===== src/rtl/cache_ctrl.sv =====
`timescale 1ns/1ps
// Two-way set-associative cache controller: hit detection, LRU maintenance and
// 8-beat block fill from a 4-cycle-latency memory with metadata write-back.
module cache_ctrl (
  input  logic        clk,
  input  logic        rst_n,
  input  logic        req_valid_i,
  input  logic [15:0] req_addr_i,
  input  logic [7:0]  meta_out0_i,
  input  logic [7:0]  meta_out1_i,
  output logic [63:0] set_enable_o,
  output logic        meta_wr0_o,
  output logic        meta_wr1_o,
  output logic [7:0]  meta_din_o,
  output logic        data_wr0_o,
  output logic        data_wr1_o,
  output logic [7:0]  data_word_en_o,
  output logic [15:0] data_din_o,
  output logic        mem_rd_en_o,
  output logic [15:0] mem_addr_o,
  input  logic        mem_valid_i,
  input  logic [15:0] mem_data_i,
  output logic        hit_o,
  output logic        stall_o,
  output logic        fill_done_o
);

  typedef enum logic [2:0] {StIdle, StLruUpd, StFill, StMetaWr, StLruWr} state_e;

  state_e      state_q, state_d;
  logic [5:0]  tag_q, tag_d;
  logic [5:0]  set_q, set_d;
  logic        victim_q, victim_d;
  logic [7:0]  meta0_q, meta0_d;
  logic        hit0_q, hit0_d;
  logic [3:0]  issue_cnt_q, issue_cnt_d;
  logic [3:0]  ret_cnt_q, ret_cnt_d;

  logic [5:0]  req_tag;
  logic [5:0]  req_set;
  logic        hit0;
  logic        hit1;
  logic        unused_bits;

  assign req_tag     = req_addr_i[15:10];
  assign req_set     = req_addr_i[9:4];
  assign hit0        = meta_out0_i[7] & (meta_out0_i[5:0] == req_tag);
  assign hit1        = meta_out1_i[7] & (meta_out1_i[5:0] == req_tag);
  assign unused_bits = ^{meta_out1_i[6], req_addr_i[3:0]};

  always_ff @(posedge clk or negedge rst_n) begin
    if (!rst_n) begin
      state_q     <= StIdle;
      tag_q       <= '0;
      set_q       <= '0;
      victim_q    <= 1'b0;
      meta0_q     <= '0;
      hit0_q      <= 1'b0;
      issue_cnt_q <= '0;
      ret_cnt_q   <= '0;
    end else begin
      state_q     <= state_d;
      tag_q       <= tag_d;
      set_q       <= set_d;
      victim_q    <= victim_d;
      meta0_q     <= meta0_d;
      hit0_q      <= hit0_d;
      issue_cnt_q <= issue_cnt_d;
      ret_cnt_q   <= ret_cnt_d;
    end
  end

  always_comb begin
    state_d        = state_q;
    tag_d          = tag_q;
    set_d          = set_q;
    victim_d       = victim_q;
    meta0_d        = meta0_q;
    hit0_d         = hit0_q;
    issue_cnt_d    = issue_cnt_q;
    ret_cnt_d      = ret_cnt_q;
    set_enable_o   = 64'd1 << set_q;
    meta_wr0_o     = 1'b0;
    meta_wr1_o     = 1'b0;
    meta_din_o     = '0;
    data_wr0_o     = 1'b0;
    data_wr1_o     = 1'b0;
    data_word_en_o = '0;
    data_din_o     = '0;
    mem_rd_en_o    = 1'b0;
    mem_addr_o     = '0;
    hit_o          = 1'b0;
    stall_o        = 1'b1;
    fill_done_o    = 1'b0;

    unique case (state_q)
      StIdle: begin
        set_enable_o = 64'd1 << req_set;
        stall_o      = 1'b0;
        if (req_valid_i) begin
          if (hit0 || hit1) begin
            hit_o = 1'b1;
            // Way 0 always wins if both ways somehow match.
            if ((hit0 && !meta_out0_i[6]) || (!hit0 && meta_out0_i[6])) begin
              meta0_d = meta_out0_i;
              hit0_d  = hit0;
              state_d = StLruUpd;
            end
          end else begin
            stall_o     = 1'b1;
            tag_d       = req_tag;
            set_d       = req_set;
            meta0_d     = meta_out0_i;
            victim_d    = !meta_out0_i[7] ? 1'b0 :
                          !meta_out1_i[7] ? 1'b1 : meta_out0_i[6];
            issue_cnt_d = '0;
            ret_cnt_d   = '0;
            state_d     = StFill;
          end
        end
      end
      StLruUpd: begin
        meta_wr0_o = 1'b1;
        meta_din_o = {meta0_q[7], hit0_q, meta0_q[5:0]};
        state_d    = StIdle;
      end
      StFill: begin
        if (issue_cnt_q < 4'd8) begin
          mem_rd_en_o = 1'b1;
          mem_addr_o  = {tag_q, set_q, issue_cnt_q[2:0], 1'b0};
          issue_cnt_d = issue_cnt_q + 4'd1;
        end
        if (mem_valid_i) begin
          data_wr0_o     = !victim_q;
          data_wr1_o     = victim_q;
          data_word_en_o = 8'd1 << ret_cnt_q[2:0];
          data_din_o     = mem_data_i;
          ret_cnt_d      = ret_cnt_q + 4'd1;
          if (ret_cnt_q == 4'd7) begin
            state_d = StMetaWr;
          end
        end
      end
      StMetaWr: begin
        if (!victim_q) begin
          meta_wr0_o  = 1'b1;
          meta_din_o  = {2'b11, tag_q};
          fill_done_o = 1'b1;
          state_d     = StIdle;
        end else begin
          meta_wr1_o = 1'b1;
          meta_din_o = {2'b10, tag_q};
          state_d    = StLruWr;
        end
      end
      StLruWr: begin
        // Way 1 was just filled, so way 0 becomes the next victim.
        meta_wr0_o  = 1'b1;
        meta_din_o  = {meta0_q[7], 1'b0, meta0_q[5:0]};
        fill_done_o = 1'b1;
        state_d     = StIdle;
      end
      default: begin
        state_d = StIdle;
      end
    endcase

    // Every output is held low while reset is asserted, including the
    // combinational set decode in idle.
    if (!rst_n) begin
      set_enable_o   = '0;
      meta_wr0_o     = 1'b0;
      meta_wr1_o     = 1'b0;
      meta_din_o     = '0;
      data_wr0_o     = 1'b0;
      data_wr1_o     = 1'b0;
      data_word_en_o = '0;
      data_din_o     = '0;
      mem_rd_en_o    = 1'b0;
      mem_addr_o     = '0;
      hit_o          = 1'b0;
      stall_o        = 1'b0;
      fill_done_o    = 1'b0;
    end
  end

endmodule


===== config.mk =====
export PLATFORM = sky130hd
export DESIGN_NAME = cache_ctrl
export DESIGN_NICKNAME = d
export VERILOG_FILES = /design/src/rtl/cache_ctrl.sv
export SDC_FILE = /design/constraint.sdc
export NUM_CORES = 1
export LEC_CHECK = 0
export BUFFER_PORTS_ARGS = -buffer_cell sky130_fd_sc_hd__buf_2
export CAP_MARGIN = 20
export CORE_UTILIZATION = 47
export CTS_CLUSTER_SIZE = 16
export DETAILED_ROUTE_END_ITERATION = 7
export PLACE_DENSITY_LB_ADDON = 0.2
export SLEW_MARGIN = 25
export SYNTH_ARGS = -nofsm -noshare
export SYNTH_HDL_FRONTEND = slang
export SYNTH_SLANG_ARGS = --single-unit

===== constraint.sdc =====
create_clock -name clk -period 5.2 [get_ports clk]
set_input_delay 0 -clock clk [delete_from_list [all_inputs] [get_ports clk]]
set_output_delay 0 -clock clk [all_outputs]
set_load 0.02 [all_outputs]

==> impl_metrics.py, run 1 <==
metrics = {
    "outcome": {
        "status": "finished clean",
    },
    "hold_path": {
        "holdCritPathClass": "in2reg",
        "min_delay_path_depth": 2,
    },
    "pwr": {
        "p_sw_share_pct": 48.44,
        "p_int_mw": 0.8916,
        "p_leak_nw": 2.217,
        "clockPowerShare_pct": 11.5,
        "pwr-share-seq_pct": 29.0,
        "ir_drop_v": 0.0002648,
        "p_per_area_nw_per_um2": 448.0,
        "p_sw_mw": 0.8377,
        "combinationalPowerShare_pct": 59.6,
    },
    "placed_design": {
        "hpwl_mm": 5.876,
        "io_buffers": 165,
        "globalplace.congestion": 0.8176,
        "place_inst": 574,
    },
    "worst_setup_path": {
        "cp_num_buf_inv": 1,
        "slowest_stage": "or3_1",
        "cp.depth": 6,
        "cp.required_ns": 5.20,
        "path_max_fanout": 20,
        "criticalPathCategory": "reg2out",
        "cp_top_family": "simple AND/OR/NAND/NOR gates",
        "arrival_ns": 3.14,
        "crit_chain": "or3_1 -> and3_1 -> o21ai_1 -> or2_1 -> nor2_1 -> buf_2",
        "cp-end-kind": "primary output",
        "rr_worst_depth": 4,
        "cp-start-kind": "flip-flop",
        "cpPeakStageDelay_ns": 0.71,
    },
    "floorplan": {
        "core_sq_um": 5574,
        "io_pins": 172,
        "die_w_microns": 78.57,
        "die-area_sq_um": 6172,
        "initial_core_util_pct": 49.43,
        "die_h_microns": 78.57,
        "placementRows": 27,
    },
    "routing": {
        "vias_per_cell": 5.169,
        "num_vias": 3086,
        "wl_per_cell_microns": 13.34,
        "first_pass_iters": 4,
        "drc": 0,
        "drt_iter0_markers": 119,
        "wl_mm": 7.964,
        "drtAntennaViolNets": 0,
    },
    "logic_synthesis": {
        "synth_nets": 409,
        "syn_inst": 350,
        "synth-seq-cells": 32,
        "async_reset_ff_share_pct": 100.0,
        "synth_cell_types": 45,
        "netlist_area_sq_um": 2755,
        "seq_area_frac_synth_pct": 29.06,
        "synth_flop_cell": "dfrtp_1",
        "synth_edf_count": 0,
        "synth_warnings": 0,
        "avgSynthCellArea_sq_um": 7.872,
    },
    "sta": {
        "max_slew_margin_pct": 33.06,
        "grt_setup_unrepaired": "no",
        "period_share_pct": 60.36,
        "clock.fmax_mhz": 318.6,
        "slew_violations": 0,
        "skew_ns": 0.004834,
        "setup_violations": 0,
        "tns_ns": 0,
        "tightest_slew_ns": 1.000,
        "hold_viol_final": 0,
        "timing.final.crit_period_ns": 3.139,
    },
    "clock_network": {
        "tritoncts": "built",
        "cts-buffers-inserted": 5,
        "cts_htree_levels": 2,
        "clock_sinks": 32,
        "cts_resized": 0,
        "cts_root_buf": "clkbuf_8",
        "clk_path_buf_depth": 2,
        "holdBufCountCts": 13,
        "clk_latency_ns": 0.29,
        "path_clk_slew_ns": 0.07,
        "cts_setup_buffers": 0,
    },
    "cells_and_area": {
        "nets": 583,
        "fillers": 500,
        "diodes": 0,
        "syn2layout_area_growth_pct": 40.10,
        "layout_commonest_cell": "buf_2",
        "instances_no_fill": 597,
        "drive_above_1_share_pct": 38.48,
        "mostFrequentLayoutCells": "buf_2, nor2_1, and3_1",
    },
    "global_route": {
        "grt_usage_pct": 25.15,
        "overflow": 0,
        "grt_pass1_wl_mm": 12.38,
        "grt_start_max_net_pins": 50,
        "antenna_found_initial": 0,
        "grt_pass1_vias": 2558,
    },
    "job": {
        "drv_cap": 0,
    },
}
==> logic make-up (layout without fill, tap and decap cells) <==
group / after synthesis / in the layout / synth area share (%)
other: 1 / 1 / 0.1361
and+or+nand+nor: 205 / 205 / 37.19
adders and majority gates: 7 / 7 / 3.179
buffers and inverters: 25 / 200 / 4.042
AOI/OAI and AO/OA: 37 / 37 / 9.447
xor gates and xnor gates: 12 / 12 / 3.815
DFF: 32 / 32 / 29.06
muxes: 31 / 31 / 13.12
==> cell usage after synthesis, types with 3 or more instances <==
library cell  number  area [sq um]
nand2b_1           5         31.28
and2b_1            3         22.52
mux2_4             4         60.06
ha_1               7         87.58
dfrtp_1           32         800.8
nand2_1           30         112.6
a21oi_1            4         20.02
inv_1              8         30.03
and3_1            46         287.8
clkbuf_1          11         41.29
nor2b_1            4         25.02
or2_1              4         25.02
nor2_1            76         285.3
mux2i_1           11         110.1
o21a_1             5         37.54
nor3_1             5         25.02
o21ai_0           16         80.08
and2_1             9         56.30
nand3_1            8         40.04
nor3b_1            6         45.04
xnor2_1           12         105.1
mux2_2            15         168.9
==> cell type report <==
cell class              instances  area [sq um]  area share, %
inverters                       8         30.03         0.7780
flip-flops and latches         32         800.8          20.75
well taps                      72         90.09          2.334
multi-input cells             293          1843          47.75
clock buffers                   8         90.09          2.334
repair buffers                184          1006          26.06
==> power by group through the flow <==
stage | Clock [mW] | Sequential [mW] | Combinational, mW
detailed placement | 0 | 0.505 | 1.02
global placement | 0 | 0.493 | 0.989
finish | 0.199 | 0.501 | 1.03
CTS | 0.202 | 0.500 | 1.03
floorplan | 0 | 0.446 | 0.796
global route | 0.216 | 0.520 | 1.13
==> flip-flops by register name, indices dropped and copies added, names as in the netlist <==
signal / cells
victim_q: 1
set_q: 6
hit0_q: 1
issue_cnt_q: 4
ret_cnt_q: 4
tag_q: 6
state_q: 3
meta0_q: 7
==> routing by layer <==
layer / global-route usage (%) / up-vias / wire, microns
li1: - / 1540 / -
met1: 33.43 / 1430 / 3503
met2: 42.09 / 109 / 3902
met3: 5.814 / 7 / 517
met4: 3.889 / 0 / 40
met5: 0 / - / 0
==> through the flow <==
stage          setup WS, ns  instance area (sq um)  power, mW  hold WS, ns  utilization, %
3_5_place_dp          2.377                   3620      1.521      0.04984           64.94
2_1_floorplan         3.312                   2755      1.242      -0.2956               -
6_report              2.061                   3860      1.729      0.01492           69.25
4_1_cts               2.064                   3840      1.730     0.001058           68.89
3_3_place_gp          2.450                   3620      1.482      0.04105           64.94
5_1_grt               1.842                   3860      1.870      0.01046           69.25
==> final timing paths <==
path                                             start                      to  slack [ns]
worst max-delay path            state_q[1]$_DFFE_PN0P_        set_enable_o[44]        2.06
worst min-delay path                     req_addr_i[9]    set_q[5]$_DFFE_PN0P_        0.01
worst max register to register  state_q[1]$_DFFE_PN0P_    set_q[3]$_DFFE_PN0P_        2.76
worst min register to register    tag_q[0]$_DFFE_PN0P_    tag_q[0]$_DFFE_PN0P_        0.53
max in group asynchronous                        rst_n  state_q[2]$_DFFE_PN0P_        4.07
min in group asynchronous                        rst_n    set_q[5]$_DFFE_PN0P_        0.28
==> worst reg2reg max path: cells and delay by family (launching register included) <==
family	cells	cell delay, ns
muxes	1	0.41
and+or+nand+nor	2	0.94
DFF	1	0.66
AOI/OAI and AO/OA	1	0.31
Power figures use the tool's default switching activity.
==> run 2, diff against run 1 <==
--- a/config.mk
+++ b/config.mk
@@ -7,7 +7,7 @@
 export LEC_CHECK = 0
 export BUFFER_PORTS_ARGS = -buffer_cell sky130_fd_sc_hd__buf_2
 export CAP_MARGIN = 20
-export CORE_UTILIZATION = 47
+export CORE_UTILIZATION = 39
 export CTS_CLUSTER_SIZE = 16
 export DETAILED_ROUTE_END_ITERATION = 7
 export PLACE_DENSITY_LB_ADDON = 0.2
==> constraint.sdc (replaced) <==
create_clock -name clk -period 2.8 [get_ports clk]
set_input_delay 0 -clock clk [delete_from_list [all_inputs] [get_ports clk]]
set_output_delay 0 -clock clk [all_outputs]
set_load 0.02 [all_outputs]
==> impl_metrics.py, run 2 (synthesis gave the netlist of run 1 again) <==
metrics = {
    "clock_network": {
        "cts_htree_levels": 2,
        "clock_sinks": 32,
        "path_clk_slew_ns": 0.07,
        "clk_path_buf_depth": 2,
        "cts_root_buf": "clkbuf_8",
        "cts-buffers-inserted": 5,
        "clk_latency_ns": 0.29,
        "tritoncts": "built",
    },
    "sta": {
        "timing.final.crit_period_ns": 2.516,
        "max_slew_margin_pct": 53.68,
        "clock.fmax_mhz": 397.5,
        "tightest_slew_ns": 0.6948,
        "hold_ws_ns": 0.003996,
        "slew_violations": 0,
        "period_share_pct": 89.86,
        "hold_viol_final": 0,
        "grt_setup_unrepaired": "no",
        "setup_violations": 0,
        "fin_ws_ns": 0.2840,
        "tns_ns": 0,
        "skew_ns": 0.01150,
    },
    "worst_setup_path": {
        "cp.required_ns": 2.80,
        "path_max_fanout": 9,
        "criticalPathCategory": "reg2out",
        "cp-end-kind": "primary output",
        "arrival_ns": 2.52,
        "r2r_slack_ns": 0.71,
        "cp-start-kind": "flip-flop",
    },
    "cells_and_area": {
        "multi_input_area_sq_um": 1847,
        "seq_area_sq_um": 800.8,
        "reg.largest.list": "meta0_q x7, set_q x6, tag_q x6",
        "mostFrequentLayoutCells": "buf_2, nor2_1, and3_1",
        "drive_above_1_share_pct": 39.47,
        "largest_reg_flops": 7,
        "diodes": 0,
        "fillers": 642,
        "top_register": "meta0_q",
        "fin_util_pct": 57.57,
        "syn2layout_area_growth_pct": 41.96,
        "layout_commonest_cell": "buf_2",
        "nets": 586,
    },
    "pwr": {
        "p_sw_mw": 1.558,
        "design_power_total_mw": 3.231,
        "p_sw_share_pct": 48.23,
        "ir_drop_v": 0.0004312,
        "p_leak_nw": 2.233,
        "p_per_area_nw_per_um2": 826.2,
        "combinationalPowerShare_pct": 62.1,
        "p_int_mw": 1.673,
        "pwr-share-seq_pct": 27.5,
        "clockPowerShare_pct": 10.4,
    },
    "routing": {
        "drt_iter0_markers": 105,
        "drtAntennaViolNets": 0,
        "vias_per_cell": 4.921,
        "wl_per_cell_microns": 12.87,
        "num_vias": 3066,
        "first_pass_iters": 5,
        "wl_mm": 8.021,
        "drc": 0,
    },
    "placed_design": {
        "place_ws_ns": 0.5151,
        "globalplace.congestion": 0.7834,
        "hpwl_mm": 6.152,
        "io_buffers": 165,
    },
    "global_route": {
        "grt_pass1_wl_mm": 12.45,
        "antenna_found_initial": 0,
        "grt_pass1_vias": 2624,
        "grt_start_max_net_pins": 56,
        "overflow": 0,
        "grt_usage_pct": 20.81,
    },
    "job": {
        "drv_cap": 0,
    },
    "floorplan": {
        "die_h_microns": 86.05,
        "die_w_microns": 86.05,
        "die-area_sq_um": 7405,
        "core_sq_um": 6794,
        "initial_core_util_pct": 40.55,
        "io_pins": 172,
        "placementRows": 30,
    },
    "hold_path": {
        "holdCritPathClass": "in2reg",
    },
    "outcome": {
        "status": "finished clean",
    },
}
==> run 2: path summary, 6_finish.rpt <==
check,end,depth (start not counted),start
min in group asynchronous,set_q[5]$_DFFE_PN0P_,2,rst_n
hold / removal,set_q[5]$_DFFE_PN0P_,2,req_addr_i[9]
setup / recovery,set_enable_o[14],6,state_q[0]$_DFFE_PN0P_
max in group asynchronous,ret_cnt_q[3]$_DFFE_PN0P_,3,rst_n
hold reg to reg,meta0_q[7]$_DFFE_PN0P_,2,meta0_q[7]$_DFFE_PN0P_
setup reg to reg,set_q[1]$_DFFE_PN0P_,4,state_q[0]$_DFFE_PN0P_
==> run 2: per-layer routing <==
metal / GRT usage, % / wire length (microns)
met5: 0 / 0
met4: 3.030 / 27
met3: 4.909 / 447
met2: 34.56 / 3805
met1: 28.09 / 3741
==> run 2: worst max-delay path, cell delays in order (launching register included) <==
cell     delay [ns]
dfrtp_1        0.44
or3_1          0.62
mux2i_1        0.41
nand2_1        0.16
or2_1          0.31
nor2_1         0.12
buf_2          0.18
==> run 2: final cells by class <==
| cell class | count | area share [%] |
|---|---|---|
| multi-input cells | 293 | 47.22 |
| repair buffers | 187 | 26.49 |
| flip-flops and latches | 32 | 20.47 |
| well taps | 96 | 3.071 |
| clock buffers | 6 | 1.855 |
| inverters | 8 | 0.7678 |
| clock inverters | 1 | 0.1280 |
==> run 2: power groups by stage <==
stage	sequential [mW]	combinational (mW)	clock [mW]
after floorplan	0.829	1.48	0
after global placement	0.875	1.95	0
after detailed placement	0.898	1.99	0
after CTS	0.889	2.01	0.346
after global routing	0.923	2.21	0.371
final	0.888	2.01	0.336
==> run 2: timing repair <==
| item | CTS | global route |
|---|---|---|
| setup endpoints to repair | 0 | 1 |
| gates resized for setup | 0 | 1 |
| buffers inserted | 0 | 0 |
| hold endpoints to repair | 22 | 1 |
| hold buffers | 12 | 1 |
==> run 2: per-stage QoR <==
stage / cell area [sq um] / std cells
2_1_floorplan: 2755 / 350
3_3_place_gp: 3700 / 603
3_5_place_dp: 3700 / 603
4_1_cts: 3897 / 622
5_1_grt: 3911 / 623
6_report: 3911 / 623
